## src/rtl/regfile_wb_arbiter.sv

```systemverilog
// Shares the register-file write port between the WB stage (fixed priority) and the MDU.
// Optional starvation guard compiled in with `define REGFILE_ARB_STARVE_EN.
module regfile_wb_arbiter #(
   parameter int STARVE_LIMIT = 4,
   parameter int CNT_W        = 3
) (
   input  logic        clk,
   input  logic        reset,
   input  logic        wb_en,
   input  logic [4:0]  wb_addr,
   input  logic [31:0] wb_data,
   input  logic        mdu_valid,
   input  logic [4:0]  mdu_addr,
   input  logic [31:0] mdu_data,
   output logic        mdu_ready,
   output logic        stall_wb,
   output logic        rf_en,
   output logic [4:0]  rf_wa,
   output logic [31:0] rf_wd,
   output logic        err_collide
);

   // Handshake: an MDU result transfers in any cycle where mdu_valid & mdu_ready;
   // the MDU must hold valid/addr/data stable until that cycle. WB is never stalled here
   // except through the registered stall_wb bubble request.
   logic wb_sel;
   logic mdu_sel;

   assign wb_sel    = wb_en & ~reset;
   assign mdu_sel   = mdu_valid & ~wb_en & ~reset;
   assign mdu_ready = mdu_sel;

   always_comb begin
      rf_wa = 5'd0;
      rf_wd = 32'd0;
      if (wb_sel) begin
         rf_wa = wb_addr;
         rf_wd = wb_data;
      end else if (mdu_sel) begin
         rf_wa = mdu_addr;
         rf_wd = mdu_data;
      end
   end

   // $0 is hardwired; the MDU handshake still completes so its result is discarded.
   assign rf_en = (wb_sel | mdu_sel) & (rf_wa != 5'd0);

`ifdef REGFILE_ARB_STARVE_EN
   typedef enum logic [1:0] {
      IDLE  = 2'd0,
      WAIT  = 2'd1,
      FORCE = 2'd2
   } state_t;

   localparam logic [CNT_W-1:0] LIMIT = CNT_W'(STARVE_LIMIT);

   state_t           state;
   state_t           state_nx;
   logic [CNT_W-1:0] cnt;
   logic [CNT_W-1:0] cnt_nx;
   logic             err_q;

   always_ff @(posedge clk) begin
      if (reset) begin
         state <= IDLE;
         cnt   <= '0;
         err_q <= 1'b0;
      end else begin
         state <= state_nx;
         cnt   <= cnt_nx;
         if (stall_wb & wb_en) begin
            err_q <= 1'b1;
         end
      end
   end

   always_comb begin
      state_nx = state;
      cnt_nx   = cnt;
      case (state)
         IDLE: begin
            if (mdu_valid & wb_en) begin
               state_nx = WAIT;
               cnt_nx   = CNT_W'(1);
            end
         end
         WAIT: begin
            if (~mdu_valid | ~wb_en) begin
               state_nx = IDLE;
               cnt_nx   = '0;
            end else if (cnt == LIMIT) begin
               state_nx = FORCE;
            end else begin
               cnt_nx = cnt + CNT_W'(1);
            end
         end
         FORCE: begin
            state_nx = IDLE;
            cnt_nx   = '0;
         end
         default: begin
            state_nx = IDLE;
            cnt_nx   = '0;
         end
      endcase
   end

   // Reset masks the bubble and the sticky flag in the cycle reset is asserted.
   assign stall_wb    = (state == FORCE) & ~reset;
   assign err_collide = err_q & ~reset;
`else
   logic unused_cfg;

   assign stall_wb    = 1'b0;
   assign err_collide = 1'b0;
   assign unused_cfg  = clk ^ (STARVE_LIMIT > 0) ^ (CNT_W > 0);
`endif

endmodule
```

## config.mk

```make
export PLATFORM = sky130hd
export DESIGN_NAME = regfile_wb_arbiter
export DESIGN_NICKNAME = d
export VERILOG_FILES = /design/src/rtl/regfile_wb_arbiter.sv
export SDC_FILE = /design/constraint.sdc
export NUM_CORES = 1
export LEC_CHECK = 0
export ABC_AREA = 1
export BUFFER_PORTS_ARGS = -buffer_cell sky130_fd_sc_hd__clkbuf_2
export CAP_MARGIN = 10
export CELL_PAD_IN_SITES_DETAIL_PLACEMENT = 1
export CELL_PAD_IN_SITES_GLOBAL_PLACEMENT = 1
export CORE_UTILIZATION = 12
export DETAILED_ROUTE_END_ITERATION = 16
export PLACE_DENSITY = 0.9
export SLEW_MARGIN = 20
export SYNTH_ARGS = -nofsm -noshare
export SYNTH_HDL_FRONTEND = slang
export SYNTH_SLANG_ARGS = --single-unit
```

## constraint.sdc

```tcl
create_clock -name vclk -period 1
set_input_delay 0.15 -clock vclk [all_inputs]
set_output_delay 0.15 -clock vclk [all_outputs]
set_load 0.02 [all_outputs]
```

==> flow_summary.toml, run 1 <==
[outcome]
status = "finished with violations"
violations = "negative setup slack"

[logic_synthesis]
synth-seq-area-share = 0
synth.avg_cell_area_um2 = 7.623
synthesis.area_um2 = 495.5
synthDistinctLibCells = 15
synth.top_cell.area_share = 0.5126
ys_top_cells_by_area = "a22o_1 (51%), buf_6 (14%), a22o_2 (6.1%), nand2_1 (6.1%), nand4_1 (3.8%)"
synth_most_common_cell = "a22o_1"
ys_warn_count = 0
synth_top_area_cell = "a22o_1"
syn_inst = 65
synth_common_cells = "a22o_1 (29), nand2_1 (8), buf_6 (6)"

[placement]
port_buffers = 116
placedCellCount = 226
place_hpwl_mm = 2.416
post-place-ws_ps = -183.7
gp_congestion = 0.7114

[grt]
track_usage = 0.1341
grt_pass1_vias = 1103
antenna_found_initial = 0
grt_max_degree = 19
grt_overflow_total = 0
grt_pass1_wl_mm = 4.685

[route]
avgViaCountPerCell = 4.563
wl_per_cell_um = 15.18
dr_total_vias = 1086
drc_errors = 0
drtAntennaViolNets = 0
drt_iter0_drc = 21
drt_pass1_iterations = 3
routed_wl_mm = 3.614

[die]
io_pins = 119
coreArea_um2 = 3799
die-width_um = 66.26
die_y_um = 66.26
dieArea_um2 = 4390
start_util = 0.1304
rows = 22

[sta]
slew_viol_final = 0
fin_crit_sh = 1.191
period_minus_slack_ps = 1191
setup_slack_ps = -190.8
rsz0062_at_grt = "true"
fmax_mhz = 839.8
final_hold_viol_count = 0
setup_viol = 38

[clock_tree]
hold_buffers = 0

[setup_path]
crit_top_cell = "buf_8"
crit_path_max_incr_delay_ps = 250
required_ps = 850
cp_cell_sequence = "buf_8, inv_6, nor2_4, buf_12, clkbuf_16, a22o_4, buf_8"
cp.arrival_ps = 1040
path_class = "in2out"
cp-end-kind = "output port"
cp_max_fo = 6
start_kind = "primary input"
crit_slowest_cell = "a22o_4"

[finish]
ff_latch_area_um2 = 0
multi_input_comb_area_um2 = 464.2
drive_gt1_frac = 0.7947
fin_cells = 238
design.seq.count = 0
area_growth_pct = 261.1
fin_nets = 270
n_fill_cell = 447
n_antenna_cell = 0
nClkBuffers = 0

[power]
leakagePower_nw = 0.9512
vdd_ir_drop_max_mv = 0.1720
power_density_nw_per_um2 = 485.6

[hold_path]
hp-class = "in2out"

[job]
drv_cap = 0
==> worst max-delay path: cells and delay by family <==
| kind | cells | cell delay [ps] |
|---|---|---|
| compound gates | 1 | 250 |
| buf+inv | 5 | 580 |
| simple gates | 1 | 50 |
==> metal layers <==
| metal | share of wire | GRT usage |
|---|---|---|
| met5 | 0 | 0 |
| met4 | 0.0053 | 0.007979 |
| met3 | 0.077 | 0.01897 |
| met2 | 0.62 | 0.3304 |
| met1 | 0.30 | 0.1038 |
==> power breakdown <==
| part | total (mW) | switching (mW) | leakage (nW) | internal (mW) |
|---|---|---|---|---|
| registers | 0 | 0 | 0 | 0 |
| logic | 0.869 | 0.367 | 0.951 | 0.502 |
| clock network | 0 | 0 | 0 | 0 |
| total | 0.869 | 0.367 | 0.951 | 0.502 |
==> final timing paths <==
check	start	to	slack, ps	cells after the start
setup / recovery	wb_en	rf_wd[31]	-190	7
hold / removal	mdu_data[1]	rf_wd[1]	610	3
==> per-stage QoR <==
step | hold slack [ps] | total power [mW] | util | area, um^2 | setup TNS (ps)
2_1_floorplan | 449.8 | 0.3111 | - | 519.2 | 0
3_3_place_gp | 637.1 | 0.5640 | 0.3047 | 1157 | -4915
3_5_place_dp | 641.7 | 0.5797 | 0.3047 | 1157 | -5826
4_1_cts | 634.1 | 0.7442 | 0.4025 | 1529 | -5160
5_1_grt | 615.8 | 0.9217 | 0.4710 | 1789 | -7283
6_report | 605.8 | 0.8688 | 0.4710 | 1789 | -5445
==> cells by family (layout without fill, tap and decap cells) <==
logic type / count (synthesis) / count (layout) / synth area share
AO/OA/AOI/OAI: 34 / 34 / 0.5934
other: 1 / 2 / 0.007568
buffers and inverters: 14 / 138 / 0.2172
AND/OR/NAND/NOR: 16 / 16 / 0.1818
==> layout make-up <==
cell class / instances / share of cell area
repair buffers: 132 / 0.6860
multi-input cells: 52 / 0.2594
well taps: 48 / 0.03357
inverters: 6 / 0.02098
==> cell usage in the layout (no fill, tap or decap), drive strengths merged <==
cell	instances
nand2	8
buf	22
a22o	32
inv	6
conb	2
nand4	3
nand3	2
nor2	3
clkbuf	110
o21ai	2
==> repair_timing <==
item	in CTS	in global routing
pin swaps	3	32
buffers inserted	3	3
setup endpoints to repair	39	39
gates cloned	0	6
resized for setup	79	28
No activity file was read; power rests on OpenSTA's default activity.
==> inputs of run 2 (changes only) <==
--- a/config.mk
+++ b/config.mk
@@ -13,6 +13,7 @@
 export CORE_UTILIZATION = 12
 export DETAILED_ROUTE_END_ITERATION = 16
 export PLACE_DENSITY = 0.9
+export SETUP_SLACK_MARGIN = 0.15
 export SLEW_MARGIN = 20
 export SYNTH_ARGS = -nofsm -noshare
 export SYNTH_HDL_FRONTEND = slang
==> flow_summary.toml, run 2 (same netlist as run 1, synthesis figures left out) <==
[outcome]
status = "finished with violations"
violations = "negative setup slack"

[finish]
multi_input_comb_area_um2 = 723.2
n_antenna_cell = 0
n_fill_cell = 419
drive_gt1_frac = 0.9592
area_growth_pct = 332.6
nClkBuffers = 0
design.seq.count = 0
most-common-layout-cells = "clkbuf_2 (75), a22o_4 (32), buf_8 (28)"
final_common_cell = "clkbuf_2"
fin_nets = 276
ff_latch_area_um2 = 0

[setup_path]
start_kind = "primary input"
cp-end-kind = "output port"
cp_max_fo = 5
path_class = "in2out"
required_ps = 850
cp.arrival_ps = 1050

[route]
drt_pass1_iterations = 4
drt_iter0_drc = 29
drc_errors = 0
avgViaCountPerCell = 4.545
wl_per_cell_um = 17.00
routed_wl_mm = 4.149
drtAntennaViolNets = 0
dr_total_vias = 1109

[placement]
place_hpwl_mm = 2.883
post-place-ws_ps = -287.6
gp_congestion = 0.6564
port_buffers = 116

[die]
coreArea_um2 = 3799
die_y_um = 66.26
die-width_um = 66.26
dieArea_um2 = 4390
rows = 22
start_util = 0.1304
io_pins = 119

[sta]
tns_ps = -5753
fin_crit_sh = 1.197
slew_viol_final = 0
setup_slack_ps = -196.8
rsz0062_at_grt = "true"
period_minus_slack_ps = 1197
final_hold_viol_count = 0
fmax_mhz = 835.6
setup_viol = 38

[grt]
grt_pass1_vias = 1134
grt_pass1_wl_mm = 5.506
grt_max_degree = 18
antenna_found_initial = 0
grt_overflow_total = 0
track_usage = 0.1616

[job]
drv_cap = 0

[power]
power_density_nw_per_um2 = 497.6
vdd_ir_drop_max_mv = 0.2733
leakagePower_nw = 1.148

[clock_tree]
hold_buffers = 0

[hold_path]
hp-class = "in2out"
[run 2: final timing paths]
check,startpoint,to,cells past startpoint
worst min-delay path,mdu_data[11],rf_wd[11],3
worst max-delay path,wb_en,rf_wd[15],7
[run 2: final cells by class]
| cell class | count | share of cell area |
|---|---|---|
| Timing Repair Buffer | 138 | 0.6135 |
| Tap cell | 48 | 0.02802 |
| Inverter | 6 | 0.02102 |
| Multi-Input combinational cell | 52 | 0.3374 |
[run 2: per-layer routing]
| layer | vias to the layer above | part of all wire | global-route usage |
|---|---|---|---|
| met2 | 69 | 0.56 | 0.3367 |
| met1 | 517 | 0.36 | 0.1794 |
| met3 | 2 | 0.077 | 0.01897 |
| li1 | 521 | - | - |
| met4 | 0 | 0.0034 | 0 |
| met5 | - | 0 | 0 |
[run 2: metrics by stage]
| stage | power [mW] | instance area (um^2) | cells | hold slack (ps) | util |
|---|---|---|---|---|---|
| finish | 1.066 | 2143 | 244 | 596.7 | 0.5642 |
| global route | 1.120 | 2143 | 244 | 606.2 | 0.5642 |
| CTS | 0.9296 | 1901 | 239 | 627.1 | 0.5003 |
| detailed placement | 0.7353 | 1491 | 232 | 638.6 | 0.3926 |
| global placement | 0.7275 | 1491 | 232 | 635.5 | 0.3926 |
| floorplan | 0.4217 | 833.3 | 66 | 426.2 | - |
[run 2: worst max-delay path: stages]
cell       delay (ps)
clkbuf_16         130
inv_12             50
nor2_4             50
buf_6             130
clkbuf_16         150
a22o_4            240
buf_6             130
[run 2: power breakdown]
| part | switching, mW | internal, mW |
|---|---|---|
| clock network | 0 | 0 |
| logic | 0.446 | 0.621 |
| registers | 0 | 0 |
| total | 0.446 | 0.621 |
[run 2: repair_timing]
item | 4_1_cts | 5_1_grt
setup endpoints to repair | 39 | 39
pin swaps | 2 | 6
cloned | 2 | 4
endpoints found under the hold margin | 0 | 0
gates resized for setup | 65 | 71
buffers inserted | 5 | 1
==> inputs of run 3 (changes only) <==
--- a/config.mk
+++ b/config.mk
@@ -8,13 +8,12 @@
 export ABC_AREA = 1
 export BUFFER_PORTS_ARGS = -buffer_cell sky130_fd_sc_hd__clkbuf_2
 export CAP_MARGIN = 10
-export CELL_PAD_IN_SITES_DETAIL_PLACEMENT = 1
-export CELL_PAD_IN_SITES_GLOBAL_PLACEMENT = 1
-export CORE_UTILIZATION = 12
+export CORE_UTILIZATION = 23
 export DETAILED_ROUTE_END_ITERATION = 16
-export PLACE_DENSITY = 0.9
+export PLACE_DENSITY = 0.89
 export SETUP_SLACK_MARGIN = 0.15
 export SLEW_MARGIN = 20
 export SYNTH_ARGS = -nofsm -noshare
 export SYNTH_HDL_FRONTEND = slang
 export SYNTH_SLANG_ARGS = --single-unit
+export TNS_END_PERCENT = 1
==> constraint.sdc (replaced) <==
create_clock -name vclk -period 1
set_input_delay 0.15 -clock vclk [all_inputs]
set_output_delay 0.15 -clock vclk [all_outputs]
set_load 0.1 [all_outputs]
==> flow_summary.toml, run 3 <==
[clock_tree]
hold_buffers = 0
cts_resized = 19
post-cts-setup-buffer-count = 6

[outcome]
status = "stopped before the end"
error_line = "[ERROR DPL-0033] detailed placement checks failed during check placement."
lastStage = "clock tree synthesis"

[die]
start_util = 0.2475
rows = 16
die-width_um = 48.42
die_y_um = 48.42
io_pins = 119

[logic_synthesis]
synth_most_common_cell = "a22o_1"
ys_warn_count = 0
synth_top_area_cell = "a22o_1"
synth.top_cell.area_share = 0.5126
syn_inst = 65
synth-seq-area-share = 0
synthDistinctLibCells = 15
ys_top_cells_by_area = "a22o_1 (51%), buf_6 (14%), a22o_2 (6.1%), nand2_1 (6.1%), nand4_1 (3.8%)"
synth_common_cells = "a22o_1 (29), nand2_1 (8), buf_6 (6)"
synthesis.area_um2 = 495.5
synth.avg_cell_area_um2 = 7.623

[placement]
port_buffers = 116
gp_congestion = 0.7221
place_hpwl_mm = 2.792
post-place-ws_ps = -356.8
## run 3: cell counts after synthesis
Identical to the previous run, type by type.
## run 3: stage by stage
step	utilization	std cells	hold slack, ps	area [um^2]
2_1_floorplan	-	66	578.3	576.8
3_3_place_gp	0.8925	210	689.2	1787
3_5_place_dp	0.8925	210	693.3	1787
## run 3: cell families after synthesis
| family | after synthesis | share of synthesized area |
|---|---|---|
| simple gates | 16 | 0.1818 |
| compound gates | 34 | 0.5934 |
| other cells | 1 | 0.007568 |
| buf+inv | 14 | 0.2172 |
==> inputs of run 4 (changes only) <==
--- a/config.mk
+++ b/config.mk
@@ -8,10 +8,10 @@
 export ABC_AREA = 1
 export BUFFER_PORTS_ARGS = -buffer_cell sky130_fd_sc_hd__clkbuf_2
 export CAP_MARGIN = 10
-export CORE_UTILIZATION = 23
+export CORE_AREA = 2 2 63 65
 export DETAILED_ROUTE_END_ITERATION = 16
-export PLACE_DENSITY = 0.89
-export SETUP_SLACK_MARGIN = 0.15
+export DIE_AREA = 0 0 65 67
+export PLACE_DENSITY_LB_ADDON = 0.15
 export SLEW_MARGIN = 20
 export SYNTH_ARGS = -nofsm -noshare
 export SYNTH_HDL_FRONTEND = slang
==> flow_summary.toml, run 4 (same netlist as run 1, synthesis figures left out) <==
[route]
drt_iter0_drc = 38
routed_wl_mm = 4.105
drt_pass1_iterations = 3
avgViaCountPerCell = 4.580
dr_total_vias = 1090
drtAntennaViolNets = 0
wl_per_cell_um = 17.25
drc_errors = 0

[hold_path]
hp-class = "in2out"

[finish]
drive_gt1_frac = 0.9263
most-common-layout-cells = "clkbuf_2 (75), buf_12 (41), a22o_4 (28)"
fin_cells = 238
n_antenna_cell = 0
ff_latch_area_um2 = 0
final_cell_area_um2 = 2243
nClkBuffers = 0
final_common_cell = "clkbuf_2"
area_growth_pct = 352.8
design.seq.count = 0
fin_nets = 270
n_fill_cell = 280
fin_util = 0.6221

[power]
finalPower_mw = 1.802
clockPowerShare = 0
power_density_nw_per_um2 = 803.4
vdd_ir_drop_max_mv = 0.2985
p_seq_frac = 0
internal-power_uw = 725.9
leakagePower_nw = 1.142
p_sw_frac = 0.5973
power_switching_mw = 1.077
power_frac_comb = 1.000

[job]
drv_cap = 0

[die]
die-width_um = 65
rows = 22
dieArea_um2 = 4355
die_y_um = 67
coreArea_um2 = 3606
start_util = 0.1374
io_pins = 119

[grt]
grt_pass1_wl_mm = 5.361
grt_overflow_total = 0
grt_pass1_vias = 1053
antenna_found_initial = 0
grt_max_degree = 18
track_usage = 0.1545

[outcome]
violations = "negative setup slack"
status = "finished with violations"

[placement]
place_hpwl_mm = 3.048
placedCellCount = 232
place_area_um2 = 1821
gp_congestion = 0.7648
port_buffers = 116

[sta]
fin_crit_sh = 1.244
setup_viol = 39
final_hold_viol_count = 0
rsz0062_at_grt = "true"
setup_slack_ps = -244.4
slew_viol_final = 0
fmax_mhz = 803.6
fin_hold_ws_ps = 671.0
period_minus_slack_ps = 1244

[setup_path]
path_class = "in2out"
crit_slowest_cell = "a22o_1"
required_ps = 850
cp_max_fo = 8
cp-end-kind = "output port"
cp.arrival_ps = 1090
start_kind = "primary input"
crit_path_max_incr_delay_ps = 180
cp_cell_sequence = "clkbuf_16, inv_16, nor2_4, buf_6, buf_16, a22o_1, buf_12"

[clock_tree]
hold_buffers = 0
-- run 4: area by class of cell --
type / count / area, um^2 / area share
inverter: 6 / 46.29 / 0.02064
multi-input combinational: 52 / 705.7 / 0.3146
tap: 48 / 60.06 / 0.02677
timing repair buffer: 132 / 1431 / 0.6380
-- run 4: layer usage --
layer | GRT usage | vias up | part of all wire
li1 | - | 507 | -
met1 | 0.1720 | 528 | 0.35
met2 | 0.3183 | 53 | 0.57
met3 | 0.02196 | 2 | 0.070
met4 | 0.007979 | 0 | 0.0046
met5 | 0 | - | 0
-- run 4: worst paths after layout --
check / startpoint / endpoint / cells past startpoint
max: wb_en / rf_wd[8] / 7
min: mdu_data[5] / rf_wd[5] / 3
-- run 4: power by group through the flow --
stage,clock [mW],combinational (mW),sequential [mW]
CTS,0,1.71,0
finish,0,1.80,0
floorplan,0,0.952,0
detailed placement,0,1.60,0
global placement,0,1.59,0
global route,0,1.85,0
-- run 4: timing repair --
action | 4_1_cts | 5_1_grt
pin swaps | 22 | 19
endpoints found under the hold margin | 0 | 0
cloned | 2 | 1
gates resized for setup | 27 | 24
setup endpoints to repair | 39 | 39
buffers inserted | 3 | 0
-- run 4: through the flow --
stage	TNS (ps)	worst slack (ps)
after floorplan	-12410	-482.4
after global placement	-10230	-297.0
after detailed placement	-11170	-337.1
after CTS	-8090	-235.5
after global routing	-8953	-279.1
final	-8009	-244.4
-- run 4: critical path: cells and delay by family --
family,cells,cell delay [ps]
and+or+nand+nor,1,130
buffers and inverters,5,610
AOI/OAI and AO/OA,1,180
